### config.mk
export PLATFORM = sky130hd
export DESIGN_NAME = insere_numero
export DESIGN_NICKNAME = d
export VERILOG_FILES = /design/src/rtl/insere_numero.sv
export SDC_FILE = /design/constraint.sdc
export NUM_CORES = 1
export LEC_CHECK = 0
export CAP_MARGIN = 20
export CELL_PAD_IN_SITES_DETAIL_PLACEMENT = 0
export CELL_PAD_IN_SITES_GLOBAL_PLACEMENT = 1
export CORE_MARGIN = 5
export CORE_UTILIZATION = 30
export CTS_CLUSTER_DIAMETER = 30
export DETAILED_ROUTE_END_ITERATION = 16
export GPL_ROUTABILITY_DRIVEN = 0
export PLACE_DENSITY = 0.69
export SLEW_MARGIN = 20
export SYNTH_ARGS = -nofsm -noshare
export SYNTH_HDL_FRONTEND = slang
export SYNTH_SLANG_ARGS = --single-unit
### constraint.sdc
create_clock -name clk -period 9.6 [get_ports clk]
set_clock_uncertainty 0.1 [all_clocks]
set_input_delay 1.92 -clock clk [delete_from_list [all_inputs] [get_ports clk]]
set_output_delay 1.92 -clock clk [all_outputs]
set_load 0.05 [all_outputs]
### src/rtl/insere_numero.sv
// Write side of the player board: scans the target's row, column and 3x3 box one cell per clock
// and stores the digit only when no conflict is found. Also loads the initial puzzle.
module insere_numero #(
    parameter int N_CELULAS   = 81,
    parameter int BITS_CELULA = 4
) (
    input  logic                              clk,
    input  logic                              rstn,
    input  logic                              carregar,
    input  logic [0:N_CELULAS*BITS_CELULA-1]  sudokuInicial,
    input  logic                              enable,
    input  logic [3:0]                        regLinha,
    input  logic [3:0]                        regColuna,
    input  logic [3:0]                        regNumero,
    output logic [0:N_CELULAS*BITS_CELULA-1]  sudokuJogador,
    output logic [1:0]                        saidaInsercao,
    output logic                              ocupado
);

    localparam int         W_TAB      = N_CELULAS * BITS_CELULA;
    localparam logic [1:0] SAIDA_NADA = 2'b00;
    localparam logic [1:0] SAIDA_OK   = 2'b11;
    localparam logic [1:0] SAIDA_REJ  = 2'b10;
    localparam logic [4:0] K_ULTIMO   = 5'd26;

    typedef enum logic [1:0] {
        OCIOSO    = 2'd0,
        VERIFICA  = 2'd1,
        ESCREVE   = 2'd2,
        CONCLUIDO = 2'd3
    } estado_t;

    estado_t          estado_q, estado_d;
    logic [4:0]       k_q, k_d;
    logic [3:0]       linha_q, linha_d;
    logic [3:0]       coluna_q, coluna_d;
    logic [3:0]       numero_q, numero_d;
    logic [0:W_TAB-1] tab_q, tab_d;
    logic [1:0]       saida_q, saida_d;

    // Bit offset of cell (l,c), both 1-based; cell MSB sits at the lowest index.
    function automatic int indice(input logic [3:0] l, input logic [3:0] c);
        return (int'(l) - 1) * 36 + (int'(c) - 1) * 4;
    endfunction

    function automatic logic [3:0] celula(input logic [0:W_TAB-1] t,
                                          input logic [3:0] l, input logic [3:0] c);
        return t[indice(l, c) +: 4];
    endfunction

    logic       ops_ok;
    logic [3:0] alvo_atual;

    always_comb begin
        ops_ok = (regLinha  >= 4'd1) && (regLinha  <= 4'd9) &&
                 (regColuna >= 4'd1) && (regColuna <= 4'd9) &&
                 (regNumero >= 4'd1) && (regNumero <= 4'd9);
        alvo_atual = 4'd0;
        if (ops_ok) begin
            alvo_atual = celula(tab_q, regLinha, regColuna);
        end
    end

    // Scan address: k 0..8 walks the row, 9..17 the column, 18..26 the box.
    logic [3:0] box_l, box_c;
    logic [3:0] scan_l, scan_c;
    logic [4:0] j;
    logic [3:0] scan_val;

    always_comb begin
        box_l  = ((linha_q  - 4'd1) / 4'd3) * 4'd3 + 4'd1;
        box_c  = ((coluna_q - 4'd1) / 4'd3) * 4'd3 + 4'd1;
        scan_l = linha_q;
        scan_c = coluna_q;
        j      = 5'd0;
        if (k_q < 5'd9) begin
            scan_c = k_q[3:0] + 4'd1;
        end else if (k_q < 5'd18) begin
            scan_l = 4'(k_q - 5'd8);
        end else begin
            j      = k_q - 5'd18;
            scan_l = box_l + 4'(j / 5'd3);
            scan_c = box_c + 4'(j % 5'd3);
        end
        scan_val = celula(tab_q, scan_l, scan_c);
    end

    always_comb begin
        estado_d = estado_q;
        k_d      = k_q;
        linha_d  = linha_q;
        coluna_d = coluna_q;
        numero_d = numero_q;
        tab_d    = tab_q;
        saida_d  = saida_q;

        case (estado_q)
            OCIOSO: begin
                saida_d = SAIDA_NADA;
                if (enable) begin
                    linha_d  = regLinha;
                    coluna_d = regColuna;
                    numero_d = regNumero;
                    k_d      = 5'd0;
                    if (!ops_ok || (alvo_atual != 4'd0)) begin
                        estado_d = CONCLUIDO;
                        saida_d  = SAIDA_REJ;
                    end else begin
                        estado_d = VERIFICA;
                    end
                end else if (carregar) begin
                    tab_d = sudokuInicial;
                end
            end

            VERIFICA: begin
                if (!enable) begin
                    estado_d = OCIOSO;
                    saida_d  = SAIDA_NADA;
                end else if (scan_val == numero_q) begin
                    estado_d = CONCLUIDO;
                    saida_d  = SAIDA_REJ;
                end else if (k_q == K_ULTIMO) begin
                    estado_d = ESCREVE;
                end else begin
                    k_d = k_q + 5'd1;
                end
            end

            ESCREVE: begin
                if (!enable) begin
                    estado_d = OCIOSO;
                    saida_d  = SAIDA_NADA;
                end else begin
                    tab_d[indice(linha_q, coluna_q) +: 4] = numero_q;
                    estado_d = CONCLUIDO;
                    saida_d  = SAIDA_OK;
                end
            end

            CONCLUIDO: begin
                if (!enable) begin
                    estado_d = OCIOSO;
                    saida_d  = SAIDA_NADA;
                end
            end

            default: begin
                estado_d = OCIOSO;
                saida_d  = SAIDA_NADA;
            end
        endcase
    end

    always_ff @(posedge clk or negedge rstn) begin
        if (!rstn) begin
            estado_q <= OCIOSO;
            k_q      <= 5'd0;
            linha_q  <= 4'd0;
            coluna_q <= 4'd0;
            numero_q <= 4'd0;
            tab_q    <= '0;
            saida_q  <= SAIDA_NADA;
        end else begin
            estado_q <= estado_d;
            k_q      <= k_d;
            linha_q  <= linha_d;
            coluna_q <= coluna_d;
            numero_q <= numero_d;
            tab_q    <= tab_d;
            saida_q  <= saida_d;
        end
    end

    assign sudokuJogador = tab_q;
    assign saidaInsercao = saida_q;
    assign ocupado       = (estado_q == VERIFICA) || (estado_q == ESCREVE);

endmodule
==> impl_metrics.csv <==
group,metric,value,unit
run_status,status,"completed",
sta,period_share,96.5,%
clock_network,clock_latency,0.66,ns
sta,final.setup.tns,0,ns
worst_setup_path,r2r-end,"saidaInsercao[1]$_DFFE_PN0P_",
synthesis,synth_area_leaders,"dfrtp_1 34%, mux2_2 13%, o2bb2ai_1 9.8%",
placement,place.detailed.hpwl,110000,µm
route,wirelength,142000,µm
worst_setup_path,regToRegStartpoint,"k_q[1]$_DFFE_PN0P_",
route,routedWlPerCell,33.3,µm
global_route,grt_max_degree,157,
placement,port_buffers,666,
worst_hold_path,hold_depth,1,
worst_setup_path,crit_slowest_cell,"a211oi_2",
synthesis,syn_nets,2855,
synthesis,netlist-cell-type-count,86,
cells_and_area,postLayoutCellArea,36500,µm²
worst_hold_path,min-delay-start,"numero_q[0]$_DFFE_PN0P_",
synthesis,ys_seq_elements,345,
synthesis,synthArstFlopShare,100,%
synthesis,synth_top_cell_area_share,34.5,%
route,vias_per_cell,6.10,
clock_network,clock-sinks,345,
clock_network,cts_tree,"built",
die,ios,667,
worst_setup_path,arrival,9.72,ns
die,core,83300,µm²
die,die_width,299,µm
clock_network,postCtsHoldBufs,0,
worst_hold_path,holdPathEnd,"numero_q[0]$_DFFE_PN0P_",
synthesis,synth_top_family_by_area,"multiplexers",
die,fp.dieArea,89400,µm²
cells_and_area,area_delta_synth_final,45.6,%
synthesis,seq_area_frac_synth,34.5,%
synthesis,synth_compound_area_share,21.5,%
sta,rsz0062_at_grt,"false",
synthesis,synth_simple_gate_area_share,10.2,%
placement,place_area,33000,µm²
worst_setup_path,reg2reg_setup_slack,0.34,ns
synthesis,synthCells,2422,
sta,timing.hold.ws,0.417,ns
cells_and_area,nets,3509,
worst_setup_path,cpPeakStageDelay,0.67,ns
worst_setup_path,critPathMaxFanout,17,
sta,fin_crit,9.26,ns
synthesis,yosysWarningCount,0,
route,drtIter0Drc,2567,
sta,relSlewSlack,11.6,%
route,ant_nets,0,
clock_network,cts_buffer_depth,3,
worst_setup_path,startpoint_type,"flop",
global_route,grt_pass1_wl,197000,µm
global_route,grt-ovfl-total,0,
sta,final_hold_viol_count,0,
cells_and_area,drive_above_1_share,20.9,%
route,dr_total_vias,26000,
synthesis,synthAdderAreaFrac,5.00,%
route,drc,0,
global_route,grt_pass1_vias,26300,
worst_hold_path,hold_class,"reg2reg",
worst_setup_path,worstPathRequired,10.06,ns
die,rows,106,
sta,setup-violations-final,0,
worst_setup_path,end_kind,"flop",
die,dieHeight,299,µm
clock_network,cts_root_buf,"clkbuf_16",
flow_run,maxCapViolations,0,
worst_setup_path,reg2regPathDepth,33,
clock_network,cts_max_level,3,
synthesis,synth-edff-count,0,
die,start_util,30.1,%
worst_setup_path,criticalPathCategory,"reg2reg",
clock_network,cts_setup_buffers,0,
synthesis,synth-xor-area-share,2.32,%
clock_network,cts.reportedPaths.clkPinSlew,0.04,ns
route,drt-pass1-iter-count,6,
clock_network,cts_made_buffers,96,
synthesis,synth_top_area_cell,"dfrtp_1",
global_route,antenna_found_initial,28,
sta,drv_slew,0,
sta,worst_slew_pin_slew,1.32,ns
synthesis,syn_avg_cell_area,10.3,µm²
synthesis,syn_area,25000,µm²
synthesis,synthMuxAreaShare,22.6,%
sta,max_freq,0.108,GHz
global_route,track_usage,30.2,%
synthesis,synth_ff_type,"dfrtp_1",
-- worst max path at each step --
stage,startpoint,depth (start not counted),to,slack (ns)
after floorplan,k_q[1]$_DFFE_PN0P_,41,estado_q[1]$_DFFE_PN0P_,0.81
after global placement,k_q[1]$_DFFE_PN0P_,34,k_q[2]$_DFFE_PN0P_,0.69
after detailed placement,k_q[1]$_DFFE_PN0P_,33,k_q[2]$_DFFE_PN0P_,0.57
after CTS,k_q[1]$_DFFE_PN0P_,33,k_q[2]$_DFFE_PN0P_,0.54
after global routing,linha_q[2]$_DFFE_PN0P_,34,saidaInsercao[1]$_DFFE_PN0P_,0.03
final,k_q[1]$_DFFE_PN0P_,33,saidaInsercao[1]$_DFFE_PN0P_,0.34
-- timing repair --
| item | 4_1_cts | 5_1_grt |
|---|---|---|
| resized for setup | 0 | 2 |
| endpoints found under the setup margin | 0 | 6 |
| hold endpoints to repair | 0 | 0 |
-- cell families (layout without fill, tap and decap cells) --
logic type,after synthesis,after routing
AOI/OAI and AO/OA,735,735
xor gates and xnor gates,58,58
adders and majority gates,93,93
buffers and inverters,244,973
DFF,345,345
muxes,410,410
other,0,22
and+or+nand+nor,537,537
-- Yosys cell counts, types with 5 or more instances --
master,count
nor3_1,74
o2bb2ai_1,280
a21oi_1,138
nand2_1,130
nor3b_1,12
dfrtp_1,345
o21ai_1,59
mux2i_1,23
and2_1,11
and3_1,6
nand4_1,17
o21bai_1,7
o21ai_0,60
a22oi_1,28
a2bb2oi_1,24
ha_1,81
nand3_1,60
xnor2_1,35
o41ai_1,8
nor2b_1,13
mux2_2,291
a21o_1,15
fa_1,12
a21boi_0,6
o31ai_1,8
nor4_1,32
nor2_1,149
a211oi_1,29
a31oi_1,5
nand2b_1,7
clkbuf_1,123
mux4_2,95
buf_1,11
a311oi_1,5
inv_1,62
buf_2,44
xor2_1,18
-- routing by layer --
layer / global-route usage (%) / part of all wire [%] / vias up
li1: - / - / 10800
met1: 37.9 / 38 / 13100
met2: 47.9 / 46 / 1670
met3: 7.82 / 9.8 / 396
met4: 16.1 / 5.9 / 8
met5: 0 / 0.047 / -
-- critical path: cells and delay by family, from the launching register on --
family / cells / cell delay, ns
buffers and inverters: 3 / 0.33
adder cells (fa/ha/maj): 5 / 1.79
AND/OR/NAND/NOR: 5 / 1.24
multiplexers: 1 / 0.38
flip-flops: 1 / 0.34
XOR/XNOR: 3 / 0.57
AO/OA/AOI/OAI: 16 / 4.42
-- sequential cells by signal (all words and copies together) (netlist names) --
name / cells
k_q: 5
estado_q: 2
linha_q: 4
coluna_q: 4
sudokuJogador: 324
numero_q: 4
saidaInsercao: 2
-- cell usage in the layout (no fill, tap or decap), drive strengths merged, types with 13 or more instances in the layout --
master and n:
a211oi 30, a21o 16, a21oi 141, a22oi 28
a2bb2oi 24, and2 13, buf 73, clkbuf 126
clkdlybuf4s50 665, clkinv 22, dfrtp 345, diode 22
ha 81, inv 64, mux2 292, mux2i 23
mux4 95, nand2 131, nand3 60, nand4 17
nor2 149, nor2b 13, nor3 74, nor4 33
o21ai 119, o2bb2ai 280, xnor2 35, xor2 18
-- stage by stage --
step / setup slack, ns / utilization, % / cells
CTS: 0.536 / 43.7 / 4231
floorplan: 0.814 / - / 2422
global placement: 0.691 / 39.6 / 4058
detailed placement: 0.568 / 39.6 / 4058
finish: 0.340 / 43.8 / 4253
global route: 0.0257 / 43.8 / 4250
-- layout make-up --
type,count,area (µm²)
Antenna cell,22,55.1
Clock buffer,126,2720
Clock inverter,47,667
Fill cell,7826,46800
Inverter,62,240
Multi-Input combinational cell,1833,15500
Sequential cell,345,8630
Tap cell,1080,1350
Timing Repair Buffer,738,7270
Power is not shown: default switching activity piles up to over one toggle a cycle in this logic, so the estimate is an artifact.
